[src/rtl/right_shifter_pipe_if.sv]
// Operand/result handshake bundle for the pipelined right shifter.
// Producer drives in_valid/x/sc/md and out_ready; the shifter drives in_ready/out_valid/y.
interface right_shifter_pipe_if;
  logic        in_valid;
  logic        in_ready;
  logic [31:0] x;
  logic [4:0]  sc;
  logic        md;
  logic        out_valid;
  logic        out_ready;
  logic [31:0] y;

  modport master (
    output in_valid, x, sc, md, out_ready,
    input  in_ready, out_valid, y
  );

  modport slave (
    input  in_valid, x, sc, md, out_ready,
    output in_ready, out_valid, y
  );
endinterface

[src/rtl/right_shifter_pipe.sv]
// Three-stage 32-bit right shifter (ASR / ROR), one shift-count mux level per stage.
// Valid/ready: a transfer happens on any edge where valid & ready are both high; payload is held until then.
module right_shifter_pipe (
  input  logic                  clk,
  input  logic                  rst,
  right_shifter_pipe_if.slave   bus
);

  logic        v1, v2, v3;
  logic [31:0] d1, d2, d3;
  logic [2:0]  sc1;
  logic        md1;
  logic        sc2;
  logic        md2;
  logic        adv1, adv2, adv3;
  logic        accept;

  // Shift right by n; ASR fills from a[31], which every ASR stage preserves.
  function automatic logic [31:0] shr(input logic [31:0] a, input logic [4:0] n, input logic rot);
    logic [5:0] back;
    back = 6'd32 - {1'b0, n};
    if (rot)
      shr = (a >> n) | (a << back);
    else
      shr = $unsigned($signed(a) >>> n);
  endfunction

  always_comb begin
    adv3   = bus.out_ready | ~v3;
    adv2   = adv3 | ~v2;
    adv1   = adv2 | ~v1;
    accept = adv1 & ~rst;
  end

  assign bus.in_ready  = accept;
  assign bus.out_valid = v3;
  assign bus.y         = d3;

  always_ff @(posedge clk) begin
    if (rst) begin
      v1  <= 1'b0;
      v2  <= 1'b0;
      v3  <= 1'b0;
      d1  <= '0;
      d2  <= '0;
      d3  <= '0;
      sc1 <= '0;
      md1 <= 1'b0;
      sc2 <= 1'b0;
      md2 <= 1'b0;
    end else begin
      if (adv1) begin
        v1  <= bus.in_valid & accept;
        d1  <= shr(bus.x, {3'b000, bus.sc[1:0]}, bus.md);
        sc1 <= bus.sc[4:2];
        md1 <= bus.md;
      end
      if (adv2) begin
        v2  <= v1;
        d2  <= shr(d1, {1'b0, sc1[1:0], 2'b00}, md1);
        sc2 <= sc1[2];
        md2 <= md1;
      end
      if (adv3) begin
        v3  <= v2;
        d3  <= shr(d2, {sc2, 4'b0000}, md2);
      end
    end
  end

endmodule

[src/flat_wrapper.sv]
// flat-port wrapper written by rule: the top's interface ports become plain ports
module right_shifter_pipe_flat 
  (clk, rst, bus_in_valid, bus_x, bus_sc, bus_md, bus_out_ready, bus_in_ready, bus_out_valid, bus_y);
  right_shifter_pipe_if bus_i ();
  input  logic clk;
  input  logic rst;
  input wire logic [$bits(bus_i.in_valid)-1:0] bus_in_valid;
  input wire logic [$bits(bus_i.x)-1:0] bus_x;
  input wire logic [$bits(bus_i.sc)-1:0] bus_sc;
  input wire logic [$bits(bus_i.md)-1:0] bus_md;
  input wire logic [$bits(bus_i.out_ready)-1:0] bus_out_ready;
  output wire logic [$bits(bus_i.in_ready)-1:0] bus_in_ready;
  output wire logic [$bits(bus_i.out_valid)-1:0] bus_out_valid;
  output wire logic [$bits(bus_i.y)-1:0] bus_y;
  assign bus_i.in_valid = bus_in_valid;
  assign bus_i.x = bus_x;
  assign bus_i.sc = bus_sc;
  assign bus_i.md = bus_md;
  assign bus_i.out_ready = bus_out_ready;
  assign bus_in_ready = bus_i.in_ready;
  assign bus_out_valid = bus_i.out_valid;
  assign bus_y = bus_i.y;
  right_shifter_pipe u_core (.clk(clk), .rst(rst), .bus(bus_i));
endmodule
[config.mk]
export PLATFORM = sky130hd
export DESIGN_NAME = right_shifter_pipe_flat
export DESIGN_NICKNAME = d
export VERILOG_FILES = /design/src/rtl/right_shifter_pipe_if.sv /design/src/rtl/right_shifter_pipe.sv /design/src/flat_wrapper.sv
export SDC_FILE = /design/constraint.sdc
export NUM_CORES = 1
export LEC_CHECK = 0
export ABC_AREA = 1
export CORE_MARGIN = 2
export CORE_UTILIZATION = 30
export DETAILED_ROUTE_END_ITERATION = 7
export DONT_BUFFER_PORTS = 1
export HOLD_SLACK_MARGIN = 0.05
export SETUP_SLACK_MARGIN = 0.02
export SYNTH_ARGS = -nofsm -noshare
export SYNTH_HDL_FRONTEND = slang
export SYNTH_SLANG_ARGS = --single-unit
[constraint.sdc]
create_clock -name clk -period 3.4 [get_ports clk]
set_input_delay 0.34 -clock clk [delete_from_list [all_inputs] [get_ports clk]]
set_output_delay 0.34 -clock clk [all_outputs]
set_load 0.02 [all_outputs]
## Word level (Yosys, flattened, before mapping)

Index checks and enable logic that the tools add are counted.

| operators by class | value |
|---|---|
| multiplexer cells | 3 |
| shifts and indexed selects | 9 |
| $add $sub $neg | 3 |
| bitwise gates (word level) | 12 |

Operators by type and width:

| kind | number |
|---|---|
| $mux W32 | 3 |
| $or A32 B32 Y32 | 3 |
| $shl A32 B6 Y32 | 3 |
| $shr A32 B2 Y32 | 1 |
| $shr A32 B4 Y32 | 1 |
| $shr A32 B5 Y32 | 1 |
| $sshr A32 B2 Y32 | 1 |
| $sshr A32 B4 Y32 | 1 |
| $sshr A32 B5 Y32 | 1 |
| $sub A6 B2 Y6 const A | 1 |
| $sub A6 B4 Y6 const A | 1 |
| $sub A6 B5 Y6 const A | 1 |
| $not A1 Y1 | 4 |
| $or A1 B1 Y1 | 3 |
| $and A1 B1 Y1 | 2 |

| word-level totals | value |
|---|---|
| register bits | 105 |
| output and inout port bits | 34 |
| word-level logic and storage cells | 37 |
| bits of input ports | 42 |

## Logic depth before layout (Yosys ltp)

Gate-level depths: netlist of the first run.

| depth | value |
|---|---|
| word-level depth | 6 |
| depth in mapped cells | 11 |
| mapped depth without buffers | 9 |

## Worst setup path before layout of the first run

No wires, ideal clock.

| path | value |
|---|---|
| path kind | register -> register |
| from | register u_core.sc1[1] |
| to | register u_core.d2[19] |
| stages on the path, launching flop included | 8 |
| library setup time | 74 ps |
| data required time | 3326 ps |
| path slack | 1782 ps |
| clock period less this slack | 1618 ps |
| path buffers | 2 |
| data arrival time | 1544 ps |
| path through | dfxtp_1 > inv_1 > buf_2 > buf_2 > ha_1 > nor2_2 > nand3_1 > a31oi_1 |

| between the ends | value |
|---|---|
| cells in the longest elaborated chain, start to end | 4 |
| elaborated cells on any way between the ends | 6 |
| those cells by class | 1 x add/sub; 3 x shift; 1 x mux; 1 x bitwise |

Ends and longest elaborated chain:

| item | RTL line | text |
|---|---|---|
| from (decl) | right_shifter_pipe.sv:11 | `logic [2:0] sc1;` |
| from (signal assigned) | right_shifter_pipe.sv:55 | `sc1 <= bus.sc[4:2];` |
| $sub A6 B4 Y6 | right_shifter_pipe.sv:21 | `back = 6'd32 - {1'b0, n};` |
| $shl A32 B6 Y32 | right_shifter_pipe.sv:23 | `shr = (a >> n) \| (a << back);` |
| $or A32 B32 Y32 | right_shifter_pipe.sv:23 |  |
| $mux W32 * | right_shifter_pipe.sv:22 | `if (rot)` |
| to (signal assigned) | right_shifter_pipe.sv:60 | `d2 <= shr(d1, {1'b0, sc1[1:0], 2'b00}, md1);` |
| to (decl) | right_shifter_pipe.sv:10 | `logic [31:0] d1, d2, d3;` |

Every way passes the cells marked *; elsewhere a longest branch is shown, timed or not.
A chain may end at the register's enable or synchronous reset.

## Final worst setup path of the first run

| path | value |
|---|---|
| from | register u_core.v3, in the netlist u_core.bus.out_valid |
| to | output port bus_in_ready |

| between the ends | value |
|---|---|
| cells in the longest elaborated chain, start to end | 5 |

Ends and longest elaborated chain:

| item | RTL line | text |
|---|---|---|
| from (decl) | right_shifter_pipe.sv:9 | `logic v1, v2, v3;` |
| from (signal assigned) | right_shifter_pipe.sv:65 | `v3 <= v2;` |
| $not A1 Y1 | right_shifter_pipe.sv:29 | `adv3 = bus.out_ready \| ~v3;` |
| $or A1 B1 Y1 | right_shifter_pipe.sv:29 |  |
| $or A1 B1 Y1 | right_shifter_pipe.sv:30 | `adv2 = adv3 \| ~v2;` |
| $or A1 B1 Y1 | right_shifter_pipe.sv:31 | `adv1 = adv2 \| ~v1;` |
| $and A1 B1 Y1 | right_shifter_pipe.sv:32 | `accept = adv1 & ~rst;` |
| to (decl) | flat_wrapper.sv:12 | `output wire logic [$bits(bus_i.in_ready)-1:0] bus_in_ready;` |

Every way passes these cells.

==> metrics.md, run 1 <==
| Metric | Value |
|---|---|
| Peak supply drop | `between 0.2 and 0.3 mV` |
| Number of nets still failing antenna checks after routing | `0` |
| Share of the clock period used by the worst path after layout | `0.715` |
| Net total in the final layout | `between 800 and 900` |
| Cell area after synthesis | `roughly 5600 um2` |
| Hold Crit Depth | `1` |
| DRT iter0 DRCs | `approximately 450` |
| Wire length of the first global-routing pass | `around 25 mm` |
| CP Max Fanout | `31` |
| Detailed Route WL | `15.5 mm` |
| Class of the worst hold path | `primary input to flop` |
| Slew HR | `0.370` |
| Width of the die | `between 100 and 150 um` |
| Count of fill cells added during filler insertion | `1970` |
| Data arrival time of the critical path | `2.09 ns` |
| Slowest cell delay on critical path | `around 0.47 ns` |
| Maximum level of the CTS H-tree | `3` |
| FF-to-FF End | `u_core.d1[27]$_SDFFE_PP0N_` |
| Post-synth cell types | `29` |
| Result of the run | `complete, no violations` |
| Fraction of registers with async set/reset | `0` |
| Worst setup path class | `flop to output port` |
| Core Box Area | `around 18000 um2` |
| Proportion of layout cells with a drive suffix above 1 | `0.0457` |
| Global Route Usage Sum | `0.157` |
| Root cell of the clock tree | `sky130_fd_sc_hd__clkbuf_16` |
| Number of flops mapped to enable cells by yosys | `0` |
| Number of rows in the core area | `49` |
| Number of port buffers | `0` |
| Mean Syn Cell Area | `around 6.4 um2` |
| Number of warnings issued by yosys | `0` |
| Weighted congestion at the end of routability-driven global placement | `about 0.89` |
| Routed wire per std cell | `roughly 15 um` |
| Proportion of synthesized chip area in sequential cells | `0.378` |
| Final setup violation count | `0` |
| Max-cap violation count | `0` |
| Slew of the pin with the lowest slew margin | `0.945 ns` |
| TNS Setup | `0 ns` |
| Number of search-and-repair iterations in the first detailed-routing pass | `6` |
| Post-layout utilization of the core | `0.327` |
| Ordered cell list for the critical path | `inv_1, nor2_4, nand3_2, buf_4, nand2_1, inv_2` |
| Capture endpoint of the worst hold path | `u_core.d1[23]$_SDFFE_PP0N_` |
| Vias | `around 5.4k` |
| P_leak | `between 2 and 2.5 nW` |
| Most frequent cell after synthesis | `sky130_fd_sc_hd__nand2_1` |
| Height of the die | `around 140 um` |
| Primary FF master, synth | `sky130_fd_sc_hd__dfxtp_1` |
| Effective utilization at floorplan | `0.308` |
| Io pins | `76` |
| Final instance count without filler cells | `about 1.1k` |
| Beginning of the worst hold path | `rst` |
| Setup repair after global routing missed its margin | `no` |
| Clock transition at the registers of the reported paths | `0.07 ns` |
| Hold Vio Cnt, Final | `0` |
| Number of placed cells counting well taps | `around 1.0k` |
| Max Clock Skew | `~0.0093 ns` |
| Clock latency of the later-clocked register in the worst-skew pair | `between 0.3 and 0.4 ns` |
| Number of synthesized register bits | `between 100 and 150` |
| Num CTS Buffers | `9` |
| Leading post-synthesis cells by cell area | `sky130_fd_sc_hd__dfxtp_1 (38%), sky130_fd_sc_hd__nand2_1 (19%), sky130_fd_sc_hd__o21ai_0 (14%)` |
| Family of cells with the greatest summed delay on the critical path | `buffers and inverters` |
| Total power per unit cell area | `roughly 490 nW/um2` |
| Time the final worst path needs with I/O delays and setup | `between 2 and 2.5 ns` |
| Slowest CP cell | `sky130_fd_sc_hd__dfxtp_1` |
| Per-cell via count in the routed design | `about 5.0` |
| Synth top area share | `0.378` |
| GRT overflow | `0` |
| Depth of the worst register-to-register path | `8` |
| Clock tree from TritonCTS | `done` |
| Cell type with the highest aggregate area in the netlist | `sky130_fd_sc_hd__dfxtp_1` |
| Initial antenna violation count | `0` |
| Clock net sink count | `105` |
| Post-detail-place hpwl | `11.3 mm` |
| Kind of start point of the critical path | `flop` |
| WP data required | `3.06 ns` |
| Max-slew violation count | `0` |
| Post-synthesis cell count | `a little under 900` |
| Total buffers and inverters traversed by the critical path | `3` |
| Pin count of the biggest net entering global routing | `65` |
| Post-synthesis to final-layout area growth | `6.41%` |
| Via count of the first global-routing pass | `between 4k and 5k` |
| Total Die Area | `19700 um2` |
| Slack of the worst reg-to-reg path | `about 1.4 ns` |
| Beginning of the worst register-to-register path | `u_core.bus.out_valid$_SDFFE_PP0P_` |
| DR DRC count | `0` |
| Number of nets in the synthesized netlist | `slightly above 900` |
| Number of instances resized during post-cts repair | `0` |
| Fmax | `0.411 GHz` |
| Maximum clock path buffer count | `2` |
| Diode insertion count for antenna repair | `0` |
| Synth cell count leaders | `sky130_fd_sc_hd__nand2_1 (285), sky130_fd_sc_hd__o21ai_0 (158), sky130_fd_sc_hd__dfxtp_1 (105)` |
| Endpoint type of the worst setup path | `output port` |
==> metrics by stage <==
stage	setup slack (ns)	power [mW]	hold slack (ns)	area, um2
final	0.968	2.88	0.0848	5920
after global routing	0.776	3.02	0.0690	5920
after CTS	0.933	2.90	0.0706	5920
after detailed placement	1.31	1.83	0.415	5600
after global placement	1.31	1.83	0.413	5600
after floorplan	1.78	1.73	0.437	5570
==> layout by cell type (no fill, tap or decap) <==
master and n:
sky130_fd_sc_hd__buf_4 8, sky130_fd_sc_hd__o21ai_0 158, sky130_fd_sc_hd__a21oi_1 51, sky130_fd_sc_hd__o31ai_2 2, sky130_fd_sc_hd__dfxtp_1 105, sky130_fd_sc_hd__nand4_1 1, sky130_fd_sc_hd__clkbuf_8 1, sky130_fd_sc_hd__inv_6 4
sky130_fd_sc_hd__a31oi_1 40, sky130_fd_sc_hd__bufinv_16 1, sky130_fd_sc_hd__clkbuf_16 9, sky130_fd_sc_hd__nand2_1 285, sky130_fd_sc_hd__clkinv_2 1, sky130_fd_sc_hd__nor3_1 4, sky130_fd_sc_hd__or2_2 1, sky130_fd_sc_hd__nand2_2 1
sky130_fd_sc_hd__nand3_2 1, sky130_fd_sc_hd__nand3_1 31, sky130_fd_sc_hd__dlygate4sd3_1 1, sky130_fd_sc_hd__inv_1 50, sky130_fd_sc_hd__o31ai_1 3, sky130_fd_sc_hd__nor2_4 1, sky130_fd_sc_hd__nor2_2 3, sky130_fd_sc_hd__o21ai_1 5
sky130_fd_sc_hd__nor2_1 50, sky130_fd_sc_hd__ha_1 2, sky130_fd_sc_hd__nand3b_1 1, sky130_fd_sc_hd__mux2i_1 1, sky130_fd_sc_hd__o21a_1 2, sky130_fd_sc_hd__o211ai_1 4, sky130_fd_sc_hd__inv_2 5
==> final cells by class <==
cell class	count	area [um2]	share of cell area
multi-input combinational	647	2950	0.498
sequential	105	2100	0.355
tap	229	287	0.0484
clock buffer	10	239	0.0404
inverter	55	206	0.0349
clock inverter	6	70.1	0.0118
timing repair buffer	9	70.1	0.0118
==> worst register-to-register path, cell delays in order, from the launching register on <==
cell	delay [ns]
sky130_fd_sc_hd__dfxtp_1	0.47
sky130_fd_sc_hd__inv_1	0.11
sky130_fd_sc_hd__nor2_4	0.14
sky130_fd_sc_hd__nand3_2	0.39
sky130_fd_sc_hd__buf_4	0.40
sky130_fd_sc_hd__nand2_1	0.11
sky130_fd_sc_hd__inv_2	0.13
sky130_fd_sc_hd__nand2_1	0.12
sky130_fd_sc_hd__o31ai_2	0.06
==> what timing repair did <==
action                    CTS  global route
setup buffers               0             0
hold buffers                1             0
hold endpoints to repair    2             0
==> cell families after synthesis <==
family                   count (synthesis)  share of synthesized area
AND/OR/NAND/NOR                        379                      0.269
AO/OA/AOI/OAI                          265                      0.254
buffers and inverters                  118                     0.0926
flip-flops                             105                      0.378
adder cells (fa/ha/maj)                  2                    0.00450
multiplexers                             1                    0.00180
==> worst max-delay path by stage <==
stage	from	to	slack, ns	cells past startpoint
after floorplan	u_core.sc1[1]$_SDFFE_PP0N_	u_core.d2[19]$_SDFFE_PP0P_	1.78	7
after global placement	u_core.bus.out_valid$_SDFFE_PP0P_	bus_in_ready	1.31	6
after detailed placement	u_core.bus.out_valid$_SDFFE_PP0P_	bus_in_ready	1.31	6
after CTS	u_core.bus.out_valid$_SDFFE_PP0P_	bus_in_ready	0.93	6
after global routing	u_core.bus.out_valid$_SDFFE_PP0P_	bus_in_ready	0.78	6
final	u_core.bus.out_valid$_SDFFE_PP0P_	bus_in_ready	0.97	6
==> where the power goes <==
part | internal, mW | switching, mW | leakage [nW]
registers | 1.32 | 0.102 | 0.867
clock network | 0.600 | 0.473 | 0.154
logic | 0.128 | 0.259 | 1.46
==> sequential cells by signal, indices dropped and copies added, names as in the netlist <==
register / flops
u_core.sc1: 3
u_core.v1: 1
u_core.bus.out_valid: 1
u_core.bus.y: 32
u_core.d2: 32
u_core.sc2: 1
u_core.d1: 32
u_core.v2: 1
u_core.md2: 1
u_core.md1: 1
==> layer usage <==
metal	up-vias	routed length [um]	global-route usage
li1	2788	-	-
met1	2380	8360	0.249
met2	169	6060	0.212
met3	17	931	0.0332
met4	0	189	0.0393
met5	-	0	0
No activity file was read; power rests on OpenSTA's default activity.
==> run 2: changes to the inputs <==
ABC_AREA = 0   (was 1)
clock period = 2.1 ns   (was 3.4 ns; I/O delays follow)
==> run 2 against run 1 <==
  * Non-clock buffer count grew 12
  * Cell area grew 2.2%
  * Sequential share of layout area shrank 0.76 points
  * Largest power group unchanged
  * Clock power grew 56%
  * Via count shrank 14%
==> metrics.md, run 2 <==
| Metric | Value |
|---|---|
| Io pins | `76` |
| Max Clock Skew | `0.0120 ns` |
| Max-cap violation count | `0` |
| Depth of the worst register-to-register path | `4` |
| Detailed Route WL | `15.1 mm` |
| Number of nets in the synthesized netlist | `roughly 670` |
| Number of flops mapped to enable cells by yosys | `0` |
| Initial antenna violation count | `0` |
| Beginning of the worst hold path | `bus_sc[0]` |
| Total Die Area | `19700 um2` |
| Diode insertion count for antenna repair | `0` |
| Fraction of registers with async set/reset | `0` |
| Data arrival time of the critical path | `approximately 1.8 ns` |
| Maximum level of the CTS H-tree | `3` |
| Fmax | `a little over 0.5 GHz` |
| Number of rows in the core area | `49` |
| FF-to-FF End | `u_core.d2[25]$_SDFFE_PP0P_` |
| Number of warnings issued by yosys | `0` |
| Slack of the worst reg-to-reg path | `between 0.2 and 0.3 ns` |
| Kind of start point of the critical path | `flop` |
| Mean Syn Cell Area | `between 8 and 9 um2` |
| Number of search-and-repair iterations in the first detailed-routing pass | `4` |
| Launching instance or port of the critical path | `u_core.v2$_SDFFE_PP0P_` |
| GRT overflow | `0` |
| Result of the run | `complete, no violations` |
| Wire length of the first global-routing pass | `about 24 mm` |
| Most frequent cells in the layout | `sky130_fd_sc_hd__nand2_1 (104), sky130_fd_sc_hd__dfxtp_1 (104), sky130_fd_sc_hd__nor2_1 (61), sky130_fd_sc_hd__mux2i_1 (54), sky130_fd_sc_hd__a21oi_1 (42)` |
| Per-cell via count in the routed design | `approximately 5.5` |
| Number of nets still failing antenna checks after routing | `0` |
| Clock net sink count | `roughly 110` |
| Capture endpoint of the worst hold path | `u_core.d1[27]$_SDFFE_PP0N_` |
| Clock latency of the later-clocked register in the worst-skew pair | `0.36 ns` |
| Most frequent cell after synthesis | `sky130_fd_sc_hd__dfxtp_1` |
| Worst setup path class | `flop to output port` |
| Synth cell count leaders | `sky130_fd_sc_hd__dfxtp_1 (105), sky130_fd_sc_hd__nand2_1 (104), sky130_fd_sc_hd__nor2_1 (61)` |
| Post-detail-place hpwl | `roughly 11 mm` |
| Power after layout | `between 4 and 5 mW` |
| Hold Vio Cnt, Final | `0` |
| Effective utilization at floorplan | `0.308` |
| Slew of the pin with the lowest slew margin | `roughly 0.98 ns` |
| Number of port buffers | `0` |
| Maximum clock path buffer count | `2` |
| Clock tree from TritonCTS | `done` |
| Clock transition at the registers of the reported paths | `about 0.070 ns` |
| WP data required | `~1.9 ns` |
| P_leak | `~2.2 nW` |
| Proportion of layout cells with a drive suffix above 1 | `0.128` |
| Vias | `between 4k and 5k` |
| Number of synthesized register bits | `between 100 and 150` |
| Cell type with the highest aggregate area in the netlist | `sky130_fd_sc_hd__dfxtp_1` |
| Max-slew violation count | `0` |
| Net total in the final layout | `between 600 and 700` |
| Peak supply drop | `between 0.3 and 0.4 mV` |
| Width of the die | `about 140 um` |
| Part of the total power dissipated in the clock network | `0.357` |
| Num CTS Buffers | `9` |
| Sequential group share of total power | `0.501` |
| CP Max Fanout | `20` |
| Core Box Area | `18100 um2` |
| Setup repair after global routing missed its margin | `no` |
| Cell area after synthesis | `around 5600 um2` |
| TNS Setup | `0 ns` |
| Global Route Usage Sum | `0.154` |
| Total power per unit cell area | `approximately 770 nW/um2` |
| Via count of the first global-routing pass | `roughly 4.3k` |
| Internal power summed over all cells | `around 3.3 mW` |
| Root cell of the clock tree | `sky130_fd_sc_hd__clkbuf_16` |
| Endpoint type of the worst setup path | `output port` |
| Post-synth cell types | `between 50 and 60` |
| Hold Crit Depth | `2` |
| Synth top area share | `0.376` |
| DRT iter0 DRCs | `roughly 280` |
| Pin count of the biggest net entering global routing | `57` |
| Primary FF master, synth | `sky130_fd_sc_hd__dfxtp_1` |
| DR DRC count | `0` |
| Switching Fraction | `0.294` |
| Final setup violation count | `0` |
| Class of the worst hold path | `primary input to flop` |
| Share of the clock period used by the worst path after layout | `0.937` |
| Post-synthesis to final-layout area growth | `8.30%` |
| Beginning of the worst register-to-register path | `u_core.sc1[0]$_SDFFE_PP0N_` |
| Reported net switching power | `between 1 and 1.5 mW` |
| Number of buffers inserted to repair setup after CTS | `0` |
| Weighted congestion at the end of routability-driven global placement | `0.965` |
| Leading post-synthesis cells by cell area | `sky130_fd_sc_hd__dfxtp_1 (38%), sky130_fd_sc_hd__mux2i_1 (9.7%), sky130_fd_sc_hd__nand2_1 (7.0%)` |
| Time the final worst path needs with I/O delays and setup | `between 1.5 and 2 ns` |
| Power share of the combinational group | `0.141` |
| Proportion of synthesized chip area in sequential cells | `0.376` |
| Post-synthesis cell count | `625` |
| Height of the die | `141 um` |
| Slew HR | `0.345` |
| Routed wire per std cell | `approximately 18 um` |
run 2: worst max-delay path by stage:
| stage | end | slack, ns | cells after the start |
|---|---|---|---|
| floorplan | u_core.d2[26]$_SDFFE_PP0P_ | 0.03 | 10 |
| finish | bus_in_ready | 0.13 | 4 |
| CTS | bus_in_ready | 0.14 | 4 |
| detailed placement | u_core.d2[24]$_SDFFE_PP0P_ | 0.27 | 4 |
| global route | bus_in_ready | 0.03 | 4 |
| global placement | u_core.d2[25]$_SDFFE_PP0P_ | 0.26 | 4 |
run 2: layout make-up:
| type | count | area [um2] |
|---|---|---|
| fillers | 1893 | 12100 |
| multi-input cells | 457 | 3150 |
| flip-flops and latches | 105 | 2100 |
| well taps | 229 | 287 |
| clock buffers | 9 | 225 |
| repair buffers | 21 | 183 |
| clock inverters | 7 | 72.6 |
| inverters | 9 | 33.8 |
run 2: power groups by stage:
stage / logic (mW) / clock network (mW) / registers [mW]
finish: 0.662 / 1.67 / 2.35
global route: 0.732 / 1.79 / 2.37
CTS: 0.659 / 1.72 / 2.34
global placement: 0.626 / 0 / 2.39
detailed placement: 0.627 / 0 / 2.39
floorplan: 0.568 / 0 / 2.32
run 2: what timing repair did:
item / CTS / global route
endpoints found under the hold margin: 56 / 0
resized for setup: 0 / 0
hold buffers: 6 / 0
run 2: through the flow:
stage               area (um2)  cells  hold WS [ns]  utilization  worst slack (ns)
finish                    6050    837        0.0613        0.334             0.132
global placement          5690    815         0.288        0.313             0.262
detailed placement        5690    815         0.290        0.313             0.271
floorplan                 5620    625         0.331            -            0.0319
CTS                       6050    837        0.0509        0.334             0.138
global route              6050    837        0.0578        0.334            0.0254
run 2: cells by family (layout without fill, tap and decap cells):
group	after synthesis	in the layout	synth area share
buf+inv	63	46	0.0638
flops	105	105	0.376
fa+ha+maj	2	2	0.00448
simple gates	193	193	0.147
mux	88	88	0.193
compound gates	174	174	0.215
run 2: worst max-delay path: stages (launching register included):
cell and delay, ns:
sky130_fd_sc_hd__dfxtp_1 0.35, sky130_fd_sc_hd__nand4b_1 0.17, sky130_fd_sc_hd__nand2_1 0.11, sky130_fd_sc_hd__inv_1 0.51, sky130_fd_sc_hd__buf_4 0.26
run 2: metal layers:
layer  GRT usage  vias to the layer above  part of all wire
met4      0.0400                        0             0.015
met3      0.0441                       18             0.075
li1            -                     2262                 -
met2       0.216                      157              0.40
met1       0.229                     2147              0.51
met5           0                        -                 0
==> run 3: changes to the inputs <==
CAP_MARGIN = 40   (was not set)
CORE_UTILIZATION = 25   (was 30)
==> run 3 against run 2 <==
  * Die area rose by 19%
  * Worst setup slack gained 0.039 ns
  * Flip-flop and latch count unchanged
  * Utilization fell by 5.2 points
  * Clock-buffer cell count did not move
  * Total power increased by 1.5%
  * Global-route usage is 2.0 points lower
  * Fmax up 2.0%
  * Cell area is 1.7% higher
  * Sequential power about the same
  * First-iteration DRC count increased by 18%
  * Largest cell class unchanged
  * Largest power group unchanged
==> metrics.md, run 3 (synthesis gave the netlist of run 2 again) <==
| Metric | Value |
|---|---|
| Clock transition at the registers of the reported paths | `roughly 0.080 ns` |
| Number of search-and-repair iterations in the first detailed-routing pass | `4` |
| Root cell of the clock tree | `sky130_fd_sc_hd__clkbuf_16` |
| Post-synthesis to final-layout area growth | `10.1%` |
| Share of the clock period used by the worst path after layout | `0.918` |
| Diode insertion count for antenna repair | `0` |
| Proportion of layout cells with a drive suffix above 1 | `0.134` |
| TNS Setup | `0 ns` |
| Slowest cell delay on critical path | `about 0.4 ns` |
| Maximum clock path buffer count | `2` |
| Placed inst area | `around 5800 um2` |
| Core Box Area | `roughly 22000 um2` |
| Maximum level of the CTS H-tree | `3` |
| Final standard cell area without fillers | `6160 um2` |
| Height of the die | `154 um` |
| Num CTS Buffers | `9` |
| Family of cells with the greatest summed delay on the critical path | `buffers and inverters` |
| Total power per unit cell area | `a little under 800 nW/um2` |
| DRT iter0 DRCs | `around 330` |
| Setup repair after global routing missed its margin | `no` |
| Clock net sink count | `~110` |
| CP Max Fanout | `10` |
| Result of the run | `complete, no violations` |
| Pin count of the biggest net entering global routing | `57` |
| Most frequent cells in the layout | `sky130_fd_sc_hd__dfxtp_1 (104), sky130_fd_sc_hd__nand2_1 (103), sky130_fd_sc_hd__nor2_1 (61), sky130_fd_sc_hd__mux2i_1 (54), sky130_fd_sc_hd__a21oi_1 (42)` |
| Clock tree from TritonCTS | `done` |
| Detailed Route WL | `about 16 mm` |
| Ordered cell list for the critical path | `nand4b_1, nand2_2, clkinvlp_4, buf_4` |
| Slew of the pin with the lowest slew margin | `slightly above 0.6 ns` |
| P_leak | `approximately 2.2 nW` |
| Final setup violation count | `0` |
| Max-slew violation count | `0` |
| Fmax | `between 0.5 and 0.6 GHz` |
| Via count of the first global-routing pass | `4295` |
| Post-detail-place hpwl | `between 10 and 15 mm` |
| Peak supply drop | `~0.32 mV` |
| Net total in the final layout | `650` |
| Max-cap violation count | `0` |
| Class of the worst hold path | `primary input to flop` |
| DR DRC count | `0` |
| Max Clock Skew | `between 0.01 and 0.015 ns` |
| WP data required | `about 1.9 ns` |
| Total Die Area | `23600 um2` |
| Hold Vio Cnt, Final | `0` |
| GRT overflow | `0` |
| Data arrival time of the critical path | `about 1.7 ns` |
| Number of port buffers | `0` |
| Global Route Usage Sum | `0.134` |
| Weighted congestion at the end of routability-driven global placement | `roughly 0.91` |
| Time the final worst path needs with I/O delays and setup | `between 1.5 and 2 ns` |
| Vias | `about 4.6k` |
| Wire length of the first global-routing pass | `25.0 mm` |
| Most common cell after layout, fill and taps aside | `sky130_fd_sc_hd__dfxtp_1` |
| Worst setup path class | `flop to output port` |
| Effective utilization at floorplan | `0.255` |
| Number of nets still failing antenna checks after routing | `0` |
| Per-cell via count in the routed design | `between 5 and 6` |
| Number of rows in the core area | `54` |
| Io pins | `76` |
| Kind of start point of the critical path | `flop` |
| Total buffers and inverters traversed by the critical path | `2` |
| Slowest CP cell | `sky130_fd_sc_hd__dfxtp_1` |
| Routed wire per std cell | `approximately 18 um` |
| Clock latency of the later-clocked register in the worst-skew pair | `about 0.37 ns` |
| Slew HR | `0.592` |
| Endpoint type of the worst setup path | `output port` |
| Width of the die | `~150 um` |
| Post-layout utilization of the core | `0.281` |
| Initial antenna violation count | `0` |
## run 3: layout make-up
| type | count | area [um2] |
|---|---|---|
| repair inverters | 1 | 5.00 |
| flip-flops and latches | 105 | 2100 |
| clock inverters | 7 | 73.8 |
| inverters | 9 | 37.5 |
| multi-input cells | 457 | 3150 |
| well taps | 280 | 350 |
| clock buffers | 9 | 225 |
| fillers | 2388 | 15700 |
| repair buffers | 23 | 208 |
## run 3: per-layer routing
| metal | global-route usage | vias to the layer above | part of all wire |
|---|---|---|---|
| li1 | - | 2265 | - |
| met1 | 0.201 | 2183 | 0.50 |
| met2 | 0.178 | 169 | 0.39 |
| met3 | 0.0462 | 20 | 0.088 |
| met4 | 0.0424 | 0 | 0.017 |
| met5 | 0 | - | 0 |
## run 3: where the power goes
part / switching [mW] / internal (mW) / total (mW)
registers: 0.221 / 2.14 / 2.36
clock network: 0.873 / 0.855 / 1.73
logic: 0.328 / 0.334 / 0.662
total: 1.42 / 3.33 / 4.75
## run 3: worst register-to-register path: stages, from the launching register on
cell	delay, ns
sky130_fd_sc_hd__dfxtp_2	0.33
sky130_fd_sc_hd__inv_1	0.07
sky130_fd_sc_hd__ha_4	0.36
sky130_fd_sc_hd__mux2_2	0.37
sky130_fd_sc_hd__a221oi_1	0.28
sky130_fd_sc_hd__a31oi_1	0.07
sky130_fd_sc_hd__o221a_2	0.26
## run 3: what timing repair did
action                                 4_1_cts  5_1_grt
setup endpoints to repair                    0        1
endpoints found under the hold margin       58        0
hold buffers                                 7        0
gates resized for setup                      0        2
setup buffers                                0        0
## run 3: path summary, 6_finish.rpt
kind / start / to / slack (ns) / depth (start not counted)
hold / removal: bus_sc[0] / u_core.d1[7]$_SDFFE_PP0N_ / 0.07 / 2
hold reg to reg: u_core.d2[7]$_SDFFE_PP0P_ / u_core.d2[7]$_SDFFE_PP0P_ / 0.47 / 2
setup / recovery: u_core.v2$_SDFFE_PP0P_ / bus_in_ready / 0.17 / 4
setup reg to reg: u_core.sc1[0]$_SDFFE_PP0N_ / u_core.d2[27]$_SDFFE_PP0P_ / 0.27 / 6
## run 3: through the flow
stage / hold WS [ns] / instances / power, mW / setup slack [ns]
finish: 0.0731 / 891 / 4.75 / 0.171
global route: 0.0544 / 891 / 4.97 / 0.0239
CTS: 0.0522 / 890 / 4.78 / 0.0894
detailed placement: 0.282 / 867 / 3.02 / 0.284
global placement: 0.281 / 866 / 3.02 / 0.268
floorplan: 0.331 / 625 / 2.89 / 0.0319
